--- src/rtl/rob_pkg.sv ---
// Shared types and constants for the reorder-buffer controller.
// Issue, CDB and commit logic all see the same entry layout and depth.
package rob_pkg;

    localparam int ROB_ADDR_W = 3;
    localparam int ROB_REG_W  = 5;
    localparam int ROB_DEPTH  = 1 << ROB_ADDR_W;

    typedef logic [ROB_ADDR_W-1:0] rob_tag_t;

    typedef enum logic {
        RUN   = 1'b0,
        FLUSH = 1'b1
    } rob_state_e;

    typedef struct packed {
        logic                 busy;
        logic                 done;
        logic                 mp;
        logic [ROB_REG_W-1:0] rd;
    } rob_entry_t;

endpackage

--- src/rtl/rob_ptr.sv ---
// Wrapping pointer used for the ROB head and tail.
// A load takes priority over an increment.
module rob_ptr
    import rob_pkg::*;
#(
    parameter int W = ROB_ADDR_W
) (
    input  logic         clk,
    input  logic         rst,
    input  logic         inc,
    input  logic         load,
    input  logic [W-1:0] load_val,
    output logic [W-1:0] ptr
);

    logic [W-1:0] ptr_reg;

    always_ff @(posedge clk or posedge rst) begin
        if (rst) begin
            ptr_reg <= '0;
        end else if (load) begin
            ptr_reg <= load_val;
        end else if (inc) begin
            ptr_reg <= ptr_reg + W'(1);
        end
    end

    assign ptr = ptr_reg;

endmodule

--- src/rtl/rob_ctrl.sv ---
// Reorder-buffer sequencing: in-order allocate/retire, CDB completion,
// and a one-cycle flush when a mispredicted branch retires.
module rob_ctrl #(
    parameter int ADDR_WIDTH     = 3,
    parameter int ROB_DEPTH      = 1 << ADDR_WIDTH,
    parameter int REG_ADDR_WIDTH = 5
) (
    input  logic                      clk,
    input  logic                      rst,
    input  logic                      alloc_req,
    input  logic [REG_ADDR_WIDTH-1:0] alloc_rd,
    output logic                      alloc_ready,
    output logic [ADDR_WIDTH-1:0]     alloc_tag,
    input  logic                      cdb_valid,
    input  logic [ADDR_WIDTH-1:0]     cdb_tag,
    input  logic                      cdb_mispredict,
    input  logic                      commit_ready,
    output logic                      ram_alloc_en,
    output logic                      ram_wb_en,
    output logic [ADDR_WIDTH-1:0]     ram_head_addr,
    output logic                      commit_valid,
    output logic [REG_ADDR_WIDTH-1:0] commit_rd,
    output logic                      flush,
    output logic [ADDR_WIDTH:0]       count,
    output logic                      full,
    output logic                      empty,
    output logic                      cdb_err
);

    import rob_pkg::*;

    logic [ADDR_WIDTH-1:0] head;
    logic [ADDR_WIDTH-1:0] tail;
    rob_state_e            state_reg;
    logic                  flush_reg;
    logic                  cdb_err_reg;
    logic [ADDR_WIDTH:0]   count_reg;
    rob_entry_t            entry_q [ROB_DEPTH];

    logic is_run;
    logic alloc_fire;
    logic cdb_hit;
    logic commit_fire;

    assign is_run      = (state_reg == RUN);
    assign full        = (count_reg == (ADDR_WIDTH+1)'(ROB_DEPTH));
    assign empty       = (count_reg == '0);
    assign alloc_ready = !full && is_run;
    assign alloc_fire  = alloc_req && alloc_ready;
    assign cdb_hit     = cdb_valid && is_run && entry_q[cdb_tag].busy;
    // done is registered, so a CDB write to the head retires a cycle later
    assign commit_fire = is_run && !empty && entry_q[head].done && commit_ready;

    rob_ptr #(.W(ADDR_WIDTH)) u_head (
        .clk      (clk),
        .rst      (rst),
        .inc      (commit_fire),
        .load     (1'b0),
        .load_val ('0),
        .ptr      (head)
    );

    // On flush the tail collapses onto the already-advanced head
    rob_ptr #(.W(ADDR_WIDTH)) u_tail (
        .clk      (clk),
        .rst      (rst),
        .inc      (alloc_fire),
        .load     (!is_run),
        .load_val (head),
        .ptr      (tail)
    );

    for (genvar gi = 0; gi < ROB_DEPTH; gi++) begin : g_entry
        rob_entry_t entry_reg;

        always_ff @(posedge clk or posedge rst) begin
            if (rst) begin
                entry_reg <= '0;
            end else if (!is_run) begin
                entry_reg.busy <= 1'b0;
                entry_reg.done <= 1'b0;
                entry_reg.mp   <= 1'b0;
            end else begin
                if (commit_fire && head == ADDR_WIDTH'(gi)) begin
                    entry_reg.busy <= 1'b0;
                end
                if (alloc_fire && tail == ADDR_WIDTH'(gi)) begin
                    entry_reg.busy <= 1'b1;
                    entry_reg.done <= 1'b0;
                    entry_reg.mp   <= 1'b0;
                    entry_reg.rd   <= alloc_rd;
                end
                if (cdb_hit && cdb_tag == ADDR_WIDTH'(gi)) begin
                    entry_reg.done <= 1'b1;
                    entry_reg.mp   <= cdb_mispredict;
                end
            end
        end

        assign entry_q[gi] = entry_reg;
    end

    always_ff @(posedge clk or posedge rst) begin
        if (rst) begin
            state_reg   <= RUN;
            flush_reg   <= 1'b0;
            cdb_err_reg <= 1'b0;
        end else begin
            case (state_reg)
                RUN: begin
                    if (cdb_valid && !entry_q[cdb_tag].busy) begin
                        cdb_err_reg <= 1'b1;
                    end
                    if (commit_fire && entry_q[head].mp) begin
                        state_reg <= FLUSH;
                        flush_reg <= 1'b1;
                    end
                end
                FLUSH: begin
                    state_reg <= RUN;
                    flush_reg <= 1'b0;
                end
                default: begin
                    state_reg <= RUN;
                    flush_reg <= 1'b0;
                end
            endcase
        end
    end

    always_ff @(posedge clk or posedge rst) begin
        if (rst) begin
            count_reg <= '0;
        end else if (!is_run) begin
            count_reg <= '0;
        end else if (alloc_fire && !commit_fire) begin
            count_reg <= count_reg + (ADDR_WIDTH+1)'(1);
        end else if (commit_fire && !alloc_fire) begin
            count_reg <= count_reg - (ADDR_WIDTH+1)'(1);
        end
    end

    assign alloc_tag     = tail;
    assign ram_alloc_en  = alloc_fire;
    assign ram_wb_en     = cdb_hit;
    assign ram_head_addr = head;
    assign commit_valid  = commit_fire;
    assign commit_rd     = commit_fire ? entry_q[head].rd : '0;
    assign flush         = flush_reg;
    assign count         = count_reg;
    assign cdb_err       = cdb_err_reg;

endmodule

--- config.mk ---
export PLATFORM = sky130hd
export DESIGN_NAME = rob_ctrl
export DESIGN_NICKNAME = d
export VERILOG_FILES = /design/src/rtl/rob_pkg.sv /design/src/rtl/rob_ptr.sv /design/src/rtl/rob_ctrl.sv
export SDC_FILE = /design/constraint.sdc
export NUM_CORES = 1
export LEC_CHECK = 0
export ABC_AREA = 1
export CORE_AREA = 2 2 80 113
export CTS_BUF_LIST = sky130_fd_sc_hd__clkbuf_16
export DETAILED_ROUTE_END_ITERATION = 8
export DIE_AREA = 0 0 82 115
export GPL_ROUTABILITY_DRIVEN = 0
export PLACE_DENSITY = 0.74
export REMOVE_ABC_BUFFERS = 1
export SETUP_SLACK_MARGIN = 0.05
export SKIP_LAST_GASP = 1
export SLEW_MARGIN = 20
export SYNTH_ARGS = -nofsm -noshare
export SYNTH_HDL_FRONTEND = slang
export SYNTH_SLANG_ARGS = --single-unit
--- constraint.sdc ---
create_clock -name clk -period 5.45 [get_ports clk]
set_input_delay 1.3625 -clock clk [delete_from_list [all_inputs] [get_ports clk]]
set_output_delay 1.3625 -clock clk [all_outputs]
set_load 0.02 [all_outputs]
## Yosys cells after proc, flatten, opt, wreduce, memory -nomap -nowiden

Cells that the tools add are included.

- Add/subtract/negate cells: 4
- $lt $le $gt $ge: 2
- Equality and inequality tests: 23
- Multiplexer cells: 48
- Bitwise logic cells: 3
- Reduce and logical (&&, ||, !) cells: 71

Operators by type and width:

| operator | number |
|---|---|
| 8-bit two-way mux | 10 |
| 3-bit nonzero test | 17 |
| 8-bit binary-select mux with 3-bit select | 2 |
| 3-bit == test, second input constant | 12 |
| 1-bit logical AND | 35 |
| 3-bit two-way mux | 10 |
| 3-bit by 2-bit == test with 1-bit output, second input constant | 6 |
| 2-bit AND reduction | 9 |
| 2-bit two-way mux | 8 |
| 7-bit two-way mux | 2 |
| 4-bit two-way mux | 3 |
| 1-bit two-way mux | 10 |
| 3-bit by 1-bit == test with 1-bit output, second input constant | 3 |
| 3-bit logical NOT | 3 |
| 4-bit >= comparator, second input constant | 2 |
| 3-bit inverter with 4-bit output | 2 |
| 3-bit by 1-bit adder with 3-bit output, second input constant | 2 |
| 1-bit logical NOT | 5 |
| 5-bit two-way mux | 1 |
| 4-bit by 1-bit adder with 4-bit output, second input constant | 1 |
| 4-bit == test, second input constant | 1 |
| 4-bit logical NOT | 1 |
| 1-bit one-hot mux with 2 select lines | 2 |
| 4-bit by 1-bit subtractor with 4-bit output, second input constant | 1 |
| 3 further kinds | 3 |

- Register bits: 77
- Input bits: 14
- Output and inout port bits: 23

## Depth between registers and ports, before layout

Gate-level depths: netlist (run 1).

- Depth after elaboration: 11
- Mapped depth: 18
- Gate-level depth less buffers: 16

## Modules after synthesis

A second synthesis (run 1) with hierarchy kept.

- Cell total of the unflattened synthesis: 503
- Area total of the unflattened synthesis: 4,010.1 um^2

By module, submodules not included:

| module | times used | cells an instance | area each (um^2) | sequential area each (um^2) |
|---|---|---|---|---|
| rob_ctrl | 1 | 451 | 3,642.2 | 1,776.7 |
| rob_ptr | 2 | 26 | 183.9 | 75.1 |

## Worst setup path before layout (run 1)

OpenSTA, ideal clock, no wires.

- Kind: input to output
- From: in commit_ready
- To: out commit_rd[0]
- Data arrival time: 2,318 ps
- Data required time: 4,088 ps
- Slack: 1,769 ps
- Stages on the path: 6
- Path buffers: 2
- Cell sequence: nand2_1 -> a31oi_2 -> nand3_2 -> buf_6 -> buf_6 -> a211oi_2

- Cells in the longest elaborated chain, start to end: 2

RTL lines:

| item | line | text |
|---|---|---|
| start: declaration | rob_ctrl.sv:17 | `input logic commit_ready,` |
| 1-bit logical AND | rob_ctrl.sv:52 | `assign commit_fire = is_run && !empty && entry_q[head].done && commit_ready;` |
| 5-bit two-way mux | rob_ctrl.sv:148 | `assign commit_rd = commit_fire ? entry_q[head].rd : '0;` |
| end: declaration | rob_ctrl.sv:22 | `output logic [REG_ADDR_WIDTH-1:0] commit_rd,` |

No other way between the ends.

## Worst setup path in the final report (run 1)

- From: in commit_ready
- To: out commit_rd[1]

Same word-level chain as after synthesis.

==> parameters.txt, run 1 <==
Parameter                              Value

Setup path
  Data required time at the worst endpoint    a little over 4000 ps
  Largest stage delay on the critical path    around 630 ps
  Critical-path maximum fanout    13
  Critical Path Slowest Stage Cell    sky130_fd_sc_hd__clkdlybuf4s50_1
  Kind of end point of the critical path    output port
  Data arrival time of the critical path    between 3000 and 4000 ps
  Path type of the worst setup path    in2out
  Kind of cell adding the most delay to the critical path    buffers and inverters
  Cell with the most instances on the worst path    sky130_fd_sc_hd__clkdlybuf4s50_1
  Critical path launch point type    input pin
  Sum of buffers and inverters on the critical path    2
  Cell-by-cell trace of the critical path    clkdlybuf4s50_1, nand2_1, a31oi_2, nand3_2, a211oi_2, clkdlybuf4s50_1

Floorplan
  Placement Rows    40
  Die outline width    slightly above 80 um
  Vertical die dimension    115 um
  Floorplan Core Area    roughly 8400 um^2
  I/O pins    37
  Starting density of the core    48.29%
  DIE AREA    9430 um^2

Layout
  Area growth from synthesis to layout    16.58%
  Area of all placed cells without fillers    4733 um^2
  Number of cells in the finished layout apart from fillers    approximately 640
  Number of flip-flops under the largest register name    64
  Net count of the finished layout    about 560
  Proportion of layout cells with a drive suffix above 1    6.704%
  Area of combinational cells with multiple inputs    about 1800 um^2
  Sequential cell area    slightly below 2000 um^2
  Layout Utilization    between 50% and 60%
  Fill cell instance count of the final layout    766
  Number of antenna repair diodes    0

Global route
  Fraction of met2 tracks used by global routing    ~36%
  Busiest grt layer    met2
  Congestion Overflow GR    0
  Initial antenna violation count    0
  All-Layer GR Usage    between 20% and 30%
  First-pass GRT wire length    16.07 mm
  Largest net degree at the start of global routing    46
  Number of global-route vias before repair    about 3.3k
  Routing usage on met1    29.63%
  Global routing usage on met3    between 3 and 4%

Pwr
  Total power draw    3.006 mW
  Leakage power figure    roughly 2.3 nW
  VDD IR-drop max    ~0.32 mV
  Ratio of total power to cell area    635.1 nW/um^2

Synthesis
  Synth top cells by count    sky130_fd_sc_hd__nand2_1, sky130_fd_sc_hd__dfrtp_1, sky130_fd_sc_hd__o21ai_0
  Count of unique library cells instantiated by Yosys    34
  Cell accounting for the most synthesized area    sky130_fd_sc_hd__dfrtp_1
  Sequential cell area fraction in the yosys report    between 40% and 50%
  Most frequently used flop master after synthesis    sky130_fd_sc_hd__dfrtp_1
  Area of the mapped netlist    a little over 4000 um^2
  Largest cells by area after synthesis    sky130_fd_sc_hd__dfrtp_1, sky130_fd_sc_hd__nand2_1, sky130_fd_sc_hd__o21ai_0
  Number of instances in the synthesized netlist    slightly above 500
  Mean cell area of the mapped netlist    8.056 um^2
  Warnings from Yosys    0
  Synthesis-stage register bit count    a little under 80
  Number of flops mapped to enable cells by yosys    0
  Most repeated cell in the gate-level netlist after synthesis    sky130_fd_sc_hd__nand2_1
  Proportion of netlist area held by the largest area contributor    a little under half
  Fraction of registers with async set or reset after synthesis    between 90% and 100%

STA
  Setup TNS Final    0 ps
  Final setup violation count    0
  Worst slew slack as a fraction of its limit    approximately two fifths
  Min Tclk post-route    roughly 4800 ps
  Hold Violations, Final    0
  Final cycle utilization of the critical path    about 87%
  Unrepaired setup endpoints after global routing    false
  Measured slew at the worst slew-check pin    roughly 900 ps
  Timing-limited maximum frequency    210.2 MHz
  Worst slack on hold paths    roughly 480 ps
  Worst clock skew    7.111 ps
  Count of final max-slew check failures    0
  Final Worst Setup Slack    between 600 and 700 ps

Clocking
  Hold-fix buffer count after cts    0
  Max Buffers Root-to-Sink    2
  Clock-pin slew of the registers on the worst-case setup and hold paths    roughly 50 ps
  CTS H-tree lvls    3
  Post-cts sizing count    0
  Clock Sinks    77
  Root Driver    sky130_fd_sc_hd__clkbuf_16
  Clock Latency Late Sink    roughly 340 ps
  Setup fix buffers added after clock tree synthesis    0
  TritonCTS clock tree    yes
  CTS Buf Count    9

Place
  Post-DP Area    ~4500 um^2
  Post-Place Cells    around 630
  Port Buffers    36
  Post-DP HPWL    about 6.5 mm
  DP Worst Slack    between 600 and 700 ps

Drt
  Total Wirelength    9.959 mm
  Detailed-routing iteration count for the pre-antenna-repair pass    5
  Wire length per cell    between 15 and 20 um
  Number of design-rule violations left by the first detailed-router iteration    roughly 330
  Remaining design rule violation count    0
  Via count    3541
  Detailed-route vias per instance    around 5.5
  Antenna viol nets, final    0

Run status
  Run status    completed

Hold path
  Type of the worst min-delay path    reg2reg

Flow run
  Maxcap violations    0
==> cells by family (layout without fill, tap and decap cells) <==
kind of cell / count (synthesis) / count (layout) / synth area share (%)
simple gates: 230 / 230 / 24.16
flops: 77 / 77 / 47.46
fa+ha+maj: 15 / 15 / 4.807
xor+xnor: 2 / 2 / 0.4315
buf+inv: 73 / 106 / 8.166
compound gates: 107 / 107 / 14.98
==> power breakdown <==
group	leakage, nW	switching [mW]	total (mW)	internal [mW]
combinational	1.19	0.876	1.42	0.539
sequential	0.975	0.184	1.02	0.833
clock	0.148	0.226	0.574	0.348
==> path summary, 6_finish.rpt <==
check	startpoint	to	slack [ps]	cells after the start
setup / recovery	commit_ready	commit_rd[1]	690	6
hold / removal	entry_q[32]	entry_q[32]	480	2
setup reg to reg	u_head.ptr[1]	count[3]	2290	15
hold reg to reg	entry_q[32]	entry_q[32]	480	2
max in group asynchronous	rst	count[1]	2930	3
min in group asynchronous	rst	entry_q[35]	1540	2
==> tightest hold or removal path: stages (launching register included) <==
cell	delay, ps
sky130_fd_sc_hd__dfrtp_1	340
sky130_fd_sc_hd__nand2_1	50
sky130_fd_sc_hd__o21ai_0	60
==> layout by cell type (no fill, tap or decap), types with 4 or more instances in the layout <==
cell type / count
sky130_fd_sc_hd__nand2_1: 140
sky130_fd_sc_hd__nand4_1: 10
sky130_fd_sc_hd__clkdlybuf4s50_1: 36
sky130_fd_sc_hd__inv_1: 43
sky130_fd_sc_hd__nor2_1: 36
sky130_fd_sc_hd__o21ai_0: 60
sky130_fd_sc_hd__inv_2: 5
sky130_fd_sc_hd__ha_1: 14
sky130_fd_sc_hd__buf_4: 6
sky130_fd_sc_hd__dfrtp_1: 77
sky130_fd_sc_hd__nand3_1: 31
sky130_fd_sc_hd__a22oi_1: 5
sky130_fd_sc_hd__o21ai_1: 9
sky130_fd_sc_hd__and3_1: 4
sky130_fd_sc_hd__a21oi_1: 20
sky130_fd_sc_hd__clkbuf_16: 9
sky130_fd_sc_hd__clkinv_2: 4
==> layer usage <==
metal / share of wire [%] / wire (um)
met1: 43 / 4269
met2: 49 / 4926
met3: 4.8 / 478
met4: 2.9 / 285
met5: 0 / 0
==> cell type report <==
cell class	count	area share, %
flip-flops and latches	77	40.71
multi-input cells	354	38.07
clock inverters	7	1.216
clock buffers	9	4.758
repair buffers	42	8.565
well taps	105	2.776
inverters	48	3.912
Power figures use the tool's default switching activity.
==> run 2: changes to the inputs <==
CAP_MARGIN = 5   (was default)
CTS_CLUSTER_DIAMETER = 150   (was default)
MAX_ROUTING_LAYER = met4   (was default)
==> parameters.txt, run 2 (synthesis gave the netlist of run 1 again) <==
Parameter                              Value

Setup path
  Largest stage delay on the critical path    630 ps (about the same)
  Data arrival time of the critical path    3390 ps (about the same)
  Cell-by-cell trace of the critical path    clkdlybuf4s50_1, nand2_1, a31oi_2, nand3_2, a211oi_2, clkdlybuf4s50_1 (unchanged)
  Data required time at the worst endpoint    4090 ps (about the same)
  Critical Path Slowest Stage Cell    sky130_fd_sc_hd__clkdlybuf4s50_1 (unchanged)
  Critical path launch point type    input pin (unchanged)
  Path type of the worst setup path    in2out (unchanged)
  Critical-path maximum fanout    13 (unchanged)
  Kind of end point of the critical path    output port (unchanged)
  Cell with the most instances on the worst path    sky130_fd_sc_hd__clkdlybuf4s50_1 (unchanged)

Layout
  Sequential cell area    1927 um^2 (unchanged)
  Top library cells by usage in the layout, fill and taps aside    sky130_fd_sc_hd__nand2_1, sky130_fd_sc_hd__dfrtp_1, sky130_fd_sc_hd__o21ai_0 (unchanged)
  Most frequent standard cell in the layout excluding fill and tap cells    sky130_fd_sc_hd__nand2_1 (unchanged)
  Net count of the finished layout    561 (unchanged)
  Proportion of layout cells with a drive suffix above 1    6.704% (unchanged)
  Number of flip-flops under the largest register name    64 (unchanged)
  Area growth from synthesis to layout    16.58% (unchanged)
  Number of antenna repair diodes    0 (unchanged)
  Fill cell instance count of the final layout    766 (unchanged)
  Area of combinational cells with multiple inputs    1802 um^2 (unchanged)

Clocking
  Clock-pin slew of the registers on the worst-case setup and hold paths    50 ps (about the same)
  Post-cts sizing count    0 (unchanged)
  Clock Sinks    77 (unchanged)
  CTS Buf Count    9 (unchanged)
  CTS H-tree lvls    3 (unchanged)
  Clock Latency Late Sink    340 ps (about the same)
  Root Driver    sky130_fd_sc_hd__clkbuf_16 (unchanged)
  Max Buffers Root-to-Sink    2 (unchanged)
  Setup fix buffers added after clock tree synthesis    0 (unchanged)
  Hold-fix buffer count after cts    0 (unchanged)
  TritonCTS clock tree    yes (unchanged)

STA
  Count of final max-slew check failures    0 (unchanged)
  Measured slew at the worst slew-check pin    904.4 ps (was 903.7 ps)
  Worst slew slack as a fraction of its limit    39.62% (was 39.67%)
  Final setup violation count    0 (unchanged)
  Min Tclk post-route    4750 ps (was 4757 ps)
  Worst clock skew    6.714 ps (was 7.111 ps)
  Setup TNS Final    0 ps (unchanged)
  Timing-limited maximum frequency    210.5 MHz (was 210.2 MHz)
  Final cycle utilization of the critical path    87.16% (was 87.28%)
  Hold Violations, Final    0 (unchanged)
  Unrepaired setup endpoints after global routing    false (unchanged)

Global route
  Largest net degree at the start of global routing    46 (unchanged)
  Congestion Overflow GR    0 (unchanged)
  First-pass GRT wire length    16.10 mm (was 16.07 mm)
  All-Layer GR Usage    23.48% (was 22.73%)
  Number of global-route vias before repair    3275 (was 3281)
  Initial antenna violation count    0 (unchanged)

Pwr
  Ratio of total power to cell area    634.6 nW/um^2 (was 635.1 nW/um^2)
  Leakage power figure    2.310 nW (unchanged)
  Total power draw    3.004 mW (was 3.006 mW)
  VDD IR-drop max    0.3235 mV (was 0.3233 mV)

Drt
  Total Wirelength    9.972 mm (was 9.959 mm)
  Number of design-rule violations left by the first detailed-router iteration    325 (unchanged)
  Detailed-route vias per instance    5.506 (was 5.516)
  Remaining design rule violation count    0 (unchanged)
  Antenna viol nets, final    0 (unchanged)
  Wire length per cell    15.53 um (was 15.51 um)
  Via count    3535 (was 3541)
  Detailed-routing iteration count for the pre-antenna-repair pass    5 (unchanged)

Floorplan
  Die outline width    82 um (unchanged)
  DIE AREA    9430 um^2 (unchanged)
  I/O pins    37 (unchanged)
  Vertical die dimension    115 um (unchanged)
  Placement Rows    40 (unchanged)
  Floorplan Core Area    8408 um^2 (unchanged)
  Starting density of the core    48.29% (unchanged)

Flow run
  Maxcap violations    0 (unchanged)

Run status
  Run status    completed (unchanged)

Place
  Post-DP HPWL    6.547 mm (unchanged)
  Port Buffers    36 (unchanged)

Hold path
  Type of the worst min-delay path    reg2reg (unchanged)
-- run 2: routing by layer --
| layer | vias to the layer above | global-route usage (%) | share of wire (%) |
|---|---|---|---|
| met5 | - | - | 0 |
| met4 | 0 | 11.22 | 3.3 |
| met3 | 30 | 4.003 | 4.4 |
| met2 | 104 | 36.48 | 49 |
| met1 | 1686 | 29.58 | 43 |
| li1 | 1715 | - | - |
-- run 2: cell type report --
type	instances	area share [%]
clock buffer	9	4.758
clock inverter	7	1.216
inverter	48	3.912
multi-input combinational	354	38.07
sequential	77	40.71
tap	105	2.776
timing repair buffer	42	8.565
-- run 2: path summary, 6_finish.rpt --
kind | startpoint | cells past startpoint | slack (ps) | to
worst max-delay path | commit_ready | 6 | 700 | commit_rd[1]
worst min-delay path | entry_q[32] | 2 | 480 | entry_q[32]
worst max register to register | u_head.ptr[1] | 15 | 2310 | count[3]
worst min register to register | entry_q[32] | 2 | 480 | entry_q[32]
max in group asynchronous | rst | 3 | 2930 | count[1]
min in group asynchronous | rst | 2 | 1550 | entry_q[35]
-- run 2: through the flow --
step / instances / hold WS, ps / util (%) / area [um^2] / worst slack, ps
6_report: 642 / 483.6 / 56.29 / 4733 / 699.9
5_1_grt: 642 / 503.9 / 56.29 / 4733 / 575.5
4_1_cts: 642 / 488.0 / 56.29 / 4733 / 669.8
3_5_place_dp: 626 / 473.1 / 52.93 / 4451 / 668.1
3_3_place_gp: 626 / 468.1 / 52.93 / 4451 / 706.4
2_1_floorplan: 479 / 453.3 / - / 3914 / 1763
-- run 2: power breakdown --
group	internal, mW	switching (mW)
Combinational	0.539	0.874
Sequential	0.833	0.184
Clock	0.348	0.226
-- run 2: critical path, delay by kind of cell --
family	cells	cell delay, ps
buf+inv	2	1080
simple gates	2	420
compound gates	2	510
==> run 3: changes to the inputs <==
CELL_PAD_IN_SITES_DETAIL_PLACEMENT = 0   (was default)
CELL_PAD_IN_SITES_GLOBAL_PLACEMENT = 2   (was default)
CORE_AREA = 2 2 92 129   (was 2 2 80 113)
DIE_AREA = 0 0 94 131   (was 0 0 82 115)
PLACE_DENSITY = 0.88   (was 0.74)
==> parameters.txt, run 3 (synthesis gave the netlist of run 1 again) <==
Parameter                              Value

Drt
  Remaining design rule violation count    0 (unchanged)
  Wire length per cell    15.58 um (was 15.53 um)
  Number of design-rule violations left by the first detailed-router iteration    218 (was 325)
  Detailed-route vias per instance    5.047 (was 5.506)
  Detailed-routing iteration count for the pre-antenna-repair pass    4 (was 5)
  Antenna viol nets, final    0 (unchanged)
  Via count    3447 (was 3535)
  Total Wirelength    10.64 mm (was 9.972 mm)

Setup path
  Data required time at the worst endpoint    4090 ps (about the same)
  Critical-path maximum fanout    9 (was 13)
  Critical Path Sink    commit_rd[3] (was commit_rd[1])
  Data arrival time of the critical path    3380 ps (was 3390 ps)
  Critical path launch point type    input pin (unchanged)
  Kind of end point of the critical path    output port (unchanged)
  Path type of the worst setup path    in2out (unchanged)
  Worst R2R Path Depth    15 (unchanged)
  Worst R2R End    count[3] (unchanged)
  Register-to-register setup slack    2690 ps (was 2310 ps)
  Critical Path Start    commit_ready (unchanged)
  Startpoint of the worst register-to-register path    u_head.ptr[1] (unchanged)

Global route
  Initial antenna violation count    0 (unchanged)
  First-pass GRT wire length    17.17 mm (was 16.10 mm)
  Largest net degree at the start of global routing    48 (was 46)
  Congestion Overflow GR    0 (unchanged)
  All-Layer GR Usage    19.03% (was 23.48%)
  Number of global-route vias before repair    3300 (was 3275)

STA
  Final setup violation count    0 (unchanged)
  Min Tclk post-route    4742 ps (was 4750 ps)
  Setup TNS Final    0 ps (unchanged)
  Unrepaired setup endpoints after global routing    false (unchanged)
  Timing-limited maximum frequency    210.9 MHz (was 210.5 MHz)
  Worst clock skew    8.925 ps (was 6.714 ps)
  Worst slew slack as a fraction of its limit    56.17% (was 39.62%)
  Final cycle utilization of the critical path    87.01% (was 87.16%)
  Measured slew at the worst slew-check pin    656.5 ps (was 904.4 ps)
  Count of final max-slew check failures    0 (unchanged)
  Final Worst Setup Slack    708.0 ps (was 699.9 ps)
  Hold Violations, Final    0 (unchanged)

Layout
  Most frequent standard cell in the layout excluding fill and tap cells    sky130_fd_sc_hd__nand2_1 (unchanged)
  Number of flip-flops under the largest register name    64 (unchanged)
  Top library cells by usage in the layout, fill and taps aside    sky130_fd_sc_hd__nand2_1, sky130_fd_sc_hd__dfrtp_1, sky130_fd_sc_hd__o21ai_0 (unchanged)
  Area of all placed cells without fillers    4805 um^2 (was 4733 um^2)
  Proportion of layout cells with a drive suffix above 1    7.050% (was 6.704%)
  Number of antenna repair diodes    0 (unchanged)
  Number of cells in the finished layout apart from fillers    683 (was 642)
  Layout Utilization    42.81% (was 56.29%)
  Area growth from synthesis to layout    18.34% (was 16.58%)
  Net count of the finished layout    563 (was 561)

Floorplan
  Vertical die dimension    131 um (was 115 um)
  Floorplan Core Area    11220 um^2 (was 8408 um^2)
  Die outline width    94 um (was 82 um)
  Placement Rows    46 (was 40)
  DIE AREA    12310 um^2 (was 9430 um^2)
  I/O pins    37 (unchanged)
  Starting density of the core    36.18% (was 48.29%)

Clocking
  Setup fix buffers added after clock tree synthesis    0 (unchanged)
  CTS Buf Count    9 (unchanged)
  Hold-fix buffer count after cts    0 (unchanged)
  CTS H-tree lvls    3 (unchanged)
  Max Buffers Root-to-Sink    2 (unchanged)
  Clock Latency Late Sink    340 ps (about the same)
  Post-cts sizing count    0 (unchanged)
  TritonCTS clock tree    yes (unchanged)
  Clock-pin slew of the registers on the worst-case setup and hold paths    60 ps (was 50 ps)
  Clock Sinks    77 (unchanged)
  Root Driver    sky130_fd_sc_hd__clkbuf_16 (unchanged)

Hold path
  Type of the worst min-delay path    reg2reg (unchanged)

Place
  Port Buffers    36 (unchanged)
  DP Worst Slack    701.2 ps (was 668.1 ps)
  Post-DP Area    4514 um^2 (was 4451 um^2)
  Post-Place Cells    667 (was 626)
  Post-DP HPWL    7.203 mm (was 6.547 mm)

Run status
  Run status    completed (unchanged)

Flow run
  Maxcap violations    0 (unchanged)

Pwr
  Leakage power figure    2.317 nW (was 2.310 nW)
  Ratio of total power to cell area    631.4 nW/um^2 (was 634.6 nW/um^2)
  VDD IR-drop max    0.1802 mV (was 0.3235 mV)
run 3: cell types whose count changed in the layout (fill, tap and decap cells not counted), sizes merged:
| cell | previous run | this run |
|---|---|---|
| buf | 6 | 8 |
run 3: power by group:
group	internal, mW	switching (mW)
combinational	0.549	0.900
sequential	0.833	0.170
clock	0.352	0.231
total	1.73	1.30
run 3: area by class of cell:
class | count | area (um^2)
clock buffers | 9 | 225.2
clock inverters | 7 | 65.06
fillers | 1144 | 6419
inverters | 48 | 185.2
multi-input cells | 354 | 1802
flip-flops and latches | 77 | 1927
well taps | 144 | 180.2
repair buffers | 44 | 420.4
run 3: metrics by stage:
stage	hold slack [ps]	power (mW)
floorplan	453.3	1.946
global placement	460.0	2.442
detailed placement	453.4	2.470
CTS	473.2	3.065
global route	478.5	3.306
finish	469.8	3.034
run 3: how the worst min path moves through the flow:
stage,start,cells after the start,endpoint
after floorplan,entry_q[0],2,entry_q[0]
after global placement,cdb_err,1,cdb_err
after detailed placement,cdb_err,1,cdb_err
after CTS,cdb_err,1,cdb_err
after global routing,cdb_err,1,cdb_err
final,cdb_err,1,cdb_err
run 3: routing by layer:
metal  up-vias  track usage [%]  part of all wire (%)
met4         0            7.673                   2.3
li1       1718                -                     -
met2        74            31.18                    50
met1      1639            23.26                    44
met5         -                -                     0
met3        16            3.498                   3.6
run 3: critical path, cell delays in order:
cell                              delay (ps)
sky130_fd_sc_hd__clkdlybuf4s50_1         450
sky130_fd_sc_hd__nand2_1                  60
sky130_fd_sc_hd__a31oi_2                 210
sky130_fd_sc_hd__nand3_2                 350
sky130_fd_sc_hd__a211oi_2                300
sky130_fd_sc_hd__clkdlybuf4s50_1         630
